==> src/rtl/i2s_pkg.sv <==
// Shared I2S definitions used by both the transmitter and the receiver.
// Channel numbering follows the word-select level: left = 0, right = 1.
package i2s_pkg;

  localparam int TIDW = 8;

  localparam logic CH_LEFT  = 1'b0;
  localparam logic CH_RIGHT = 1'b1;

endpackage

==> src/rtl/i2s_clkgen.sv <==
// Bit/word clock generator: divides clk into sclk and walks the 2*SW-bit frame.
// Emits a fall tick (sclk falling) and a slot-start strobe with its channel.
module i2s_clkgen
  import i2s_pkg::*;
#(
  parameter int SW  = 32,
  parameter int DIV = 4
) (
  input  logic                       clk,
  input  logic                       rst,
  output logic                       sclk,
  output logic                       lrclk,
  output logic                       tick,
  output logic                       slot_start,
  output logic                       slot_ch,
  output logic [$clog2(2*SW)-1:0]    bit_next
);

  localparam int DCW = (DIV > 2) ? $clog2(DIV) : 1;
  localparam int BCW = $clog2(2*SW);

  logic [DCW-1:0] div_ctr;
  logic [DCW-1:0] div_next;
  logic [BCW-1:0] bit_ctr;
  logic           prime;

  // prime stands in for the missing "tick into bit 0" right after reset, so
  // the first left slot is started (and underruns) like any other slot.
  always_comb begin
    tick       = (div_ctr == DCW'(DIV - 1));
    div_next   = tick ? '0 : div_ctr + 1'b1;
    bit_next   = (bit_ctr == BCW'(2*SW - 1)) ? '0 : bit_ctr + 1'b1;
    slot_start = prime || (tick && ((bit_next == '0) || (bit_next == BCW'(SW))));
    slot_ch    = (!prime && (bit_next >= BCW'(SW))) ? CH_RIGHT : CH_LEFT;
  end

  always_ff @(posedge clk) begin
    if (rst) begin
      div_ctr <= '0;
      bit_ctr <= '0;
      sclk    <= 1'b0;
      lrclk   <= 1'b0;
      prime   <= 1'b1;
    end else begin
      prime   <= 1'b0;
      div_ctr <= div_next;
      sclk    <= (div_next >= DCW'(DIV/2));
      if (tick) begin
        bit_ctr <= bit_next;
        lrclk   <= (bit_next >= BCW'(SW));
      end
    end
  end

endmodule

==> src/rtl/i2s_tx.sv <==
// I2S transmitter: one holding register per channel fed from an AXI-stream
// sink, serialised MSB first with the standard one-bit delay after lrclk.
module i2s_tx
  import i2s_pkg::*;
#(
  parameter int DW  = 24,
  parameter int SW  = 32,
  parameter int DIV = 4
) (
  input  logic            clk,
  input  logic            rst,
  input  logic [DW-1:0]   s_axis_tdata,
  input  logic            s_axis_tvalid,
  output logic            s_axis_tready,
  input  logic [TIDW-1:0] s_axis_tid,
  output logic            sclk,
  output logic            lrclk,
  output logic            sdo,
  output logic            underrun
);

  localparam int BCW = $clog2(2*SW);

  logic           tick;
  logic           slot_start;
  logic           slot_ch;
  logic [BCW-1:0] bit_next;
  logic [BCW-1:0] k_next;
  logic           in_ch;
  logic           accept;
  logic           unused_tid;
  logic [DW-1:0]  hold [2];
  logic [1:0]     full;
  logic [DW-1:0]  shreg;

  i2s_clkgen #(.SW(SW), .DIV(DIV)) u_clkgen (
    .clk        (clk),
    .rst        (rst),
    .sclk       (sclk),
    .lrclk      (lrclk),
    .tick       (tick),
    .slot_start (slot_start),
    .slot_ch    (slot_ch),
    .bit_next   (bit_next)
  );

  assign in_ch      = s_axis_tid[0];
  assign unused_tid = ^s_axis_tid[TIDW-1:1];

  // Handshake: a beat transfers on any clk where tvalid && tready; tready is
  // high exactly when the holding register of the addressed channel is empty
  // and does not depend on tvalid.
  always_comb begin
    s_axis_tready = !full[in_ch];
    accept        = s_axis_tvalid && s_axis_tready;
    k_next        = (bit_next >= BCW'(SW)) ? bit_next - BCW'(SW) : bit_next;
  end

  always_ff @(posedge clk) begin
    if (rst) begin
      full     <= '0;
      hold[0]  <= '0;
      hold[1]  <= '0;
      shreg    <= '0;
      sdo      <= 1'b0;
      underrun <= 1'b0;
    end else begin
      underrun <= 1'b0;
      if (accept) hold[in_ch] <= s_axis_tdata;
      // A same-clk accept wins over the load clear: the load saw the old state.
      for (int c = 0; c < 2; c++) begin
        if (accept && (in_ch == 1'(c)))               full[c] <= 1'b1;
        else if (slot_start && (slot_ch == 1'(c)))    full[c] <= 1'b0;
      end
      if (slot_start) begin
        shreg    <= full[slot_ch] ? hold[slot_ch] : '0;
        underrun <= !full[slot_ch];
      end
      if (tick) begin
        if ((k_next >= BCW'(1)) && (k_next <= BCW'(DW))) begin
          sdo   <= shreg[DW-1];
          shreg <= shreg << 1;
        end else begin
          sdo <= 1'b0;
        end
      end
    end
  end

endmodule
==> config.mk <==
export PLATFORM = sky130hd
export DESIGN_NAME = i2s_tx
export DESIGN_NICKNAME = d
export VERILOG_FILES = /design/src/rtl/i2s_pkg.sv /design/src/rtl/i2s_clkgen.sv /design/src/rtl/i2s_tx.sv
export SDC_FILE = /design/constraint.sdc
export NUM_CORES = 1
export LEC_CHECK = 0
export BUFFER_PORTS_ARGS = -buffer_cell sky130_fd_sc_hd__buf_4
export CAP_MARGIN = 30
export CORE_MARGIN = 2
export CORE_UTILIZATION = 30
export DETAILED_ROUTE_END_ITERATION = 10
export SKIP_CTS_REPAIR_TIMING = 1
export SYNTH_ARGS = -nofsm -noshare
export SYNTH_HDL_FRONTEND = slang
export SYNTH_SLANG_ARGS = --single-unit
==> constraint.sdc <==
create_clock -name clk -period 2.65 [get_ports clk]
set_input_delay 0.1325 -clock clk [delete_from_list [all_inputs] [get_ports clk]]
set_output_delay 0.1325 -clock clk [all_outputs]
set_load 0.005 [all_outputs]
After elaboration in Yosys (flattened, before gate mapping)
Memories as Yosys holds them, arrays and structs flattened.
Index checks and enable logic that the tools add are counted.
{ "word_totals": {"elab_cells": 69, "mem_bits_rw": 48, "n_memories": 1, "register_bits": 39, "out_inout_bits": 5} }
{ "memory_table": {"columns": ["memory", "depth", "width", "read_ports", "rd_ports_with_merged_regs", "wr", "line_no", "rtl"], "rows": [
  ["hold", 2, 24, 1, 0, 2, "i2s_tx.sv:32", "logic [DW-1:0] hold [2];"]
]} }
{ "classes": {"n_bitwise": 3, "mux": 25, "addsub": 3, "n_reduce_logical": 18, "order_cmp": 6, "n_eq_ne": 3} }
{ "op_table": {"columns": ["operator", "count"], "rows": [
  ["$mux W24", 5],
  ["$reduce_or A24 Y1", 1],
  ["$mux W1", 17],
  ["$eq A6 B6 Y1 const B", 2],
  ["$mux W6", 2],
  ["$logic_and A1 B1 Y1", 8],
  ["$add A6 B1 Y6 const B", 1],
  ["$ge A6 B1 Y1 const B", 1],
  ["$ge A6 B6 Y1 const B", 1],
  ["$le A6 B5 Y1 const B", 1],
  ["$logic_not A6 Y1", 1],
  ["$sub A6 B6 Y6 const B", 1],
  ["$lt A1 B2 Y1 const B", 2],
  ["$reduce_bool A2 Y1", 2],
  ["$logic_not A1 Y1", 3],
  ["$not A1 Y1", 3],
  ["$add A2 B1 Y2 const B", 1],
  ["$eq A2 B2 Y1 const B", 1],
  ["$ge A2 B2 Y1 const B", 1],
  ["$logic_or A1 B1 Y1", 2],
  ["$mux W2", 1],
  ["$reduce_or A2 Y1", 1]
]} }

Depth between registers and ports, before layout
{ "depth": {"ltp_word": 11, "mapped_depth": 10} }

Modules after synthesis
A second synthesis with hierarchy kept.
{ "unflattened": {"hier_cells": 323, "area_unflattened_um2": 3717.3} }
{ "modules_own_cells": {"columns": ["mod", "area_per_inst_um2", "seq_area_each_um2", "n_inst", "cells_per_inst"], "rows": [
  ["i2s_tx", 3233.1, 2001.9, 1, 265],
  ["i2s_clkgen", 484.2, 180.2, 1, 58]
]} }

Least setup slack after synthesis
No wires, ideal clock.
{ "synth_timing": {"kind": "flip-flop to flip-flop", "from": "register u_clkgen.bit_ctr[0]", "to": "register shreg[7]", "required_time_ps": 2513, "arrival_time_ps": 2099, "synth_period_minus_slack_ps": 2236, "path_stages_with_launch": 11, "path_slack_ps": 414, "path_buffers": 3, "path_cell_list": "dfxtp_1 ha_1 clkbuf_1 a31o_2 a21oi_1 nor2_1 or2_0 buf_2 buf_4 a311oi_1 o32ai_2"} }
{ "synth_via": {"elab_chain_len": 11, "word_cells_on_any_way": 23} }
{ "synth_lines": {"columns": ["item", "line_no", "rtl"], "rows": [
  ["start: declaration", "i2s_clkgen.sv:24", "logic [BCW-1:0] bit_ctr;"],
  ["start signal: assignment", "i2s_clkgen.sv:49", "bit_ctr <= bit_next;"],
  ["$add A6 B1 Y6 / $eq A6 B6 Y1 (equally long branches)", "i2s_clkgen.sv:32", "bit_next = (bit_ctr == BCW'(2*SW - 1)) ? '0 : bit_ctr + 1'b1;"],
  ["$mux W6 (*)", "i2s_clkgen.sv:32", null],
  ["parallel branches: the longest is 8 deep, another holds $sub A6 B6 Y6", null, null],
  ["$mux W24 (*)", "i2s_tx.sv:79", "if (tick) begin"],
  ["end signal: assignment", "i2s_tx.sv:76", "shreg <= full[slot_ch] ? hold[slot_ch] : '0;"],
  ["end signal: assignment", "i2s_tx.sv:82", "shreg <= shreg << 1;"],
  ["end: declaration", "i2s_tx.sv:34", "logic [DW-1:0] shreg;"]
]} }
Mark *: on every way between the ends. The select of a mux whose other input is x is not followed.
A chain may end at the register's enable or synchronous reset.

Final worst setup path
{ "layout_timing": {"from": "register u_clkgen.bit_ctr[0]", "to": "register shreg[11]"} }
The elaborated chain is that of the path after synthesis.

==> metrics.txt <==
outcome=completed; fin nets=between 400 and 500; Peak Freq=between 400 and 500 MHz; number of global-route vias before repair=about 3.0k; Hold EP=u_clkgen.prime; Routed Antenna Nets=0; worst r2r dst=shreg[11]; CP required=between 2 and 3 ns; die footprint=around 15000 sq um; IO Pins=40; VDD IR max=a little under 0.3 mV; reg2reg setup slack=~0.25 ns; GRT overflow=0; fraction of synthesized area in multiplexers=0.489%; worst slew pin tran=around 0.58 ns; clock transition at the registers of the reported paths=~0.060 ns; fin crit period=between 2 and 2.5 ns; unrepaired setup endpoints after global routing=no; r2r worst-path depth=7; period utilisation layout=90.4%; wire length per cell=13.6 um; synth unique cells=49; Max Cap Viol=0; top_reg_cell synth=edfxtp_1; final-report max-slew violation count=0; Chip Height=approximately 120 um; clk root buf=clkbuf_16; min-delay src=rst; routed wire length=between 8000 and 9000 um; fill count=between 1k and 1.5k; CP Max Fanout=19; hpwl dp=~5800 um; CTS max path bufs=2; Async SR Flop Fraction=0%; GPL Wtd Cong=0.747; GRT Overall Usage=between 10% and 20%; post-synthesis register bit count=86; core area=roughly 13000 sq um; crit end category=register; cell area after synthesis=approximately 4100 sq um; leakage power=~1.8 nW; hold depth=1; Post-synth EDFFs=48; Num CTS Buffers=9; Compound-Gate Fraction of Synth Area=around 18%; top-count cell post-synth=nor2_1; FP Rows=42; Commonest cells post-synth=nor2_1 (56), and2_1 (50), edfxtp_1 (48); Post-Synth Adder-Cell Area=less than 1%; XOR/XNOR Fraction of Synth Area=~1.1%; die width=121 um; Avg Vias per Cell=roughly 5; Yosys warnings=0; fin cells=between 600 and 700; total power per unit cell area=roughly 630 nW/um^2; final number of hold-violating endpoints=0; first-pass GRT wire length=around 14000 um; largest net degree at the start of global routing=31; part of the Yosys area used for sequential elements=between 50% and 60%; IO Port Bufs=32; Arr. time, crit path=between 2 and 3 ns; initial antenna violation count=0; n_diodes=0; vias post-DR=~3.0k; Post-Synth Simple-Gate Area=approximately 19%; CTS Sinks=between 80 and 90; Initial Util=between 30% and 40%; drt pass-1 iters=4; area delta synth->final=19.4%; Final setup violation count=0; average size of a mapped cell=10.2 sq um; clk_lat worst skew=roughly 0.33 ns; TritonCTS clock tree=done; Setup Skew=0.00398 ns; Yosys top cell area share=35.2%; kind of critical path=reg -> reg; Synth Net Count=~440; largest family of logic cells by synthesized area=simple AND/OR/NAND/NOR gates; Starting DRT DRC Count=148; DRC=0; top cells by area, synth=edfxtp_1 (35%), dfxtp_1 (19%), and2_1 (7.6%); leading area contributor after synthesis=edfxtp_1; reg2reg start=u_clkgen.bit_ctr[0]; Mapped Cells=around 400; total negative setup slack=0 ns; Critical Path Start Type=register; HP Class=in -> reg; slew margin rel.=between 60% and 70%; Placed Cells=approximately 600; share of cells above drive strength 1=between 15 and 20%; H-tree levels=3
-- where the power goes --
group          leakage [nW]  switching, mW  internal (mW)  total [mW]
Clock                 0.136          0.491          0.726        1.22
Combinational         0.859          0.166          0.136       0.302
Sequential            0.818         0.0376           1.50        1.54
-- logic make-up after synthesis --
logic type,count (synthesis)
simple gates,150
compound gates,94
flops,86
buf+inv,63
xor+xnor,5
fa+ha+maj,3
mux,2
-- state kept, by name, indices dropped and copies added, names as in the netlist, 2 cells and up --
name / cells
full: 2
shreg: 24
u_clkgen.div_ctr: 2
u_clkgen.bit_ctr: 6
hold: 48
-- per-stage QoR --
| step | setup slack, ns | hold slack, ns | power (mW) | cell area, sq um | utilization (%) |
|---|---|---|---|---|---|
| floorplan | 0.414 | 0.160 | 1.75 | 4090 | - |
| global placement | 0.330 | 0.412 | 1.86 | 4590 | 34.5 |
| detailed placement | 0.269 | 0.416 | 1.87 | 4590 | 34.5 |
| CTS | 0.237 | 0.0649 | 3.10 | 4880 | 36.7 |
| global route | 0.106 | 0.0654 | 3.20 | 4880 | 36.7 |
| finish | 0.255 | 0.0714 | 3.05 | 4880 | 36.7 |
-- placed cells by master (no fill, tap or decap), drive strengths merged, types with 5 or more instances in the layout --
cell type and n:
a21oi 32, a311oi 23, and2 50, buf 54
clkbuf 10, dfxtp 38, edfxtp 48, inv 28
nand2 8, nand3 5, nand4 5, nor2 56
nor3 6, o32ai 22, or3 6
-- worst max-delay path by stage --
stage                           end                start  depth (start not counted)
after floorplan            shreg[7]  u_clkgen.bit_ctr[0]                         10
after global placement     shreg[4]  u_clkgen.bit_ctr[0]                          7
after detailed placement  shreg[23]  u_clkgen.bit_ctr[0]                          7
after CTS                 shreg[23]  u_clkgen.bit_ctr[0]                          7
after global routing       shreg[3]  u_clkgen.bit_ctr[0]                          7
final                     shreg[11]  u_clkgen.bit_ctr[0]                          7
-- cell type report --
type | instances | area [sq um] | area share (%)
Multi-Input combinational cell | 254 | 1620 | 33.2
Clock inverter | 6 | 62.6 | 1.28
Sequential cell | 86 | 2200 | 45.1
Inverter | 28 | 105 | 2.15
Clock buffer | 10 | 229 | 4.69
Tap cell | 176 | 220 | 4.51
Timing Repair Buffer | 54 | 443 | 9.07
-- worst max-delay path, cell delays in order (launching register included) --
cell,delay (ns)
dfxtp_1,0.32
ha_1,0.34
or3_4,0.46
a221oi_4,0.40
or2_0,0.27
buf_12,0.19
a311oi_1,0.07
o32ai_1,0.26
-- per-layer routing --
layer  global-route usage [%]  share of wire [%]  routed length (um)  vias to the layer above
li1                         -                  -                   -                     1512
met1                     15.2                 46                3870                     1462
met2                     20.9                 50                4120                       43
met3                     2.50                2.8                 234                        5
met4                     4.80                1.2                 102                        0
met5                        0                  0                   0                        -
Power figures use the tool's default switching activity.
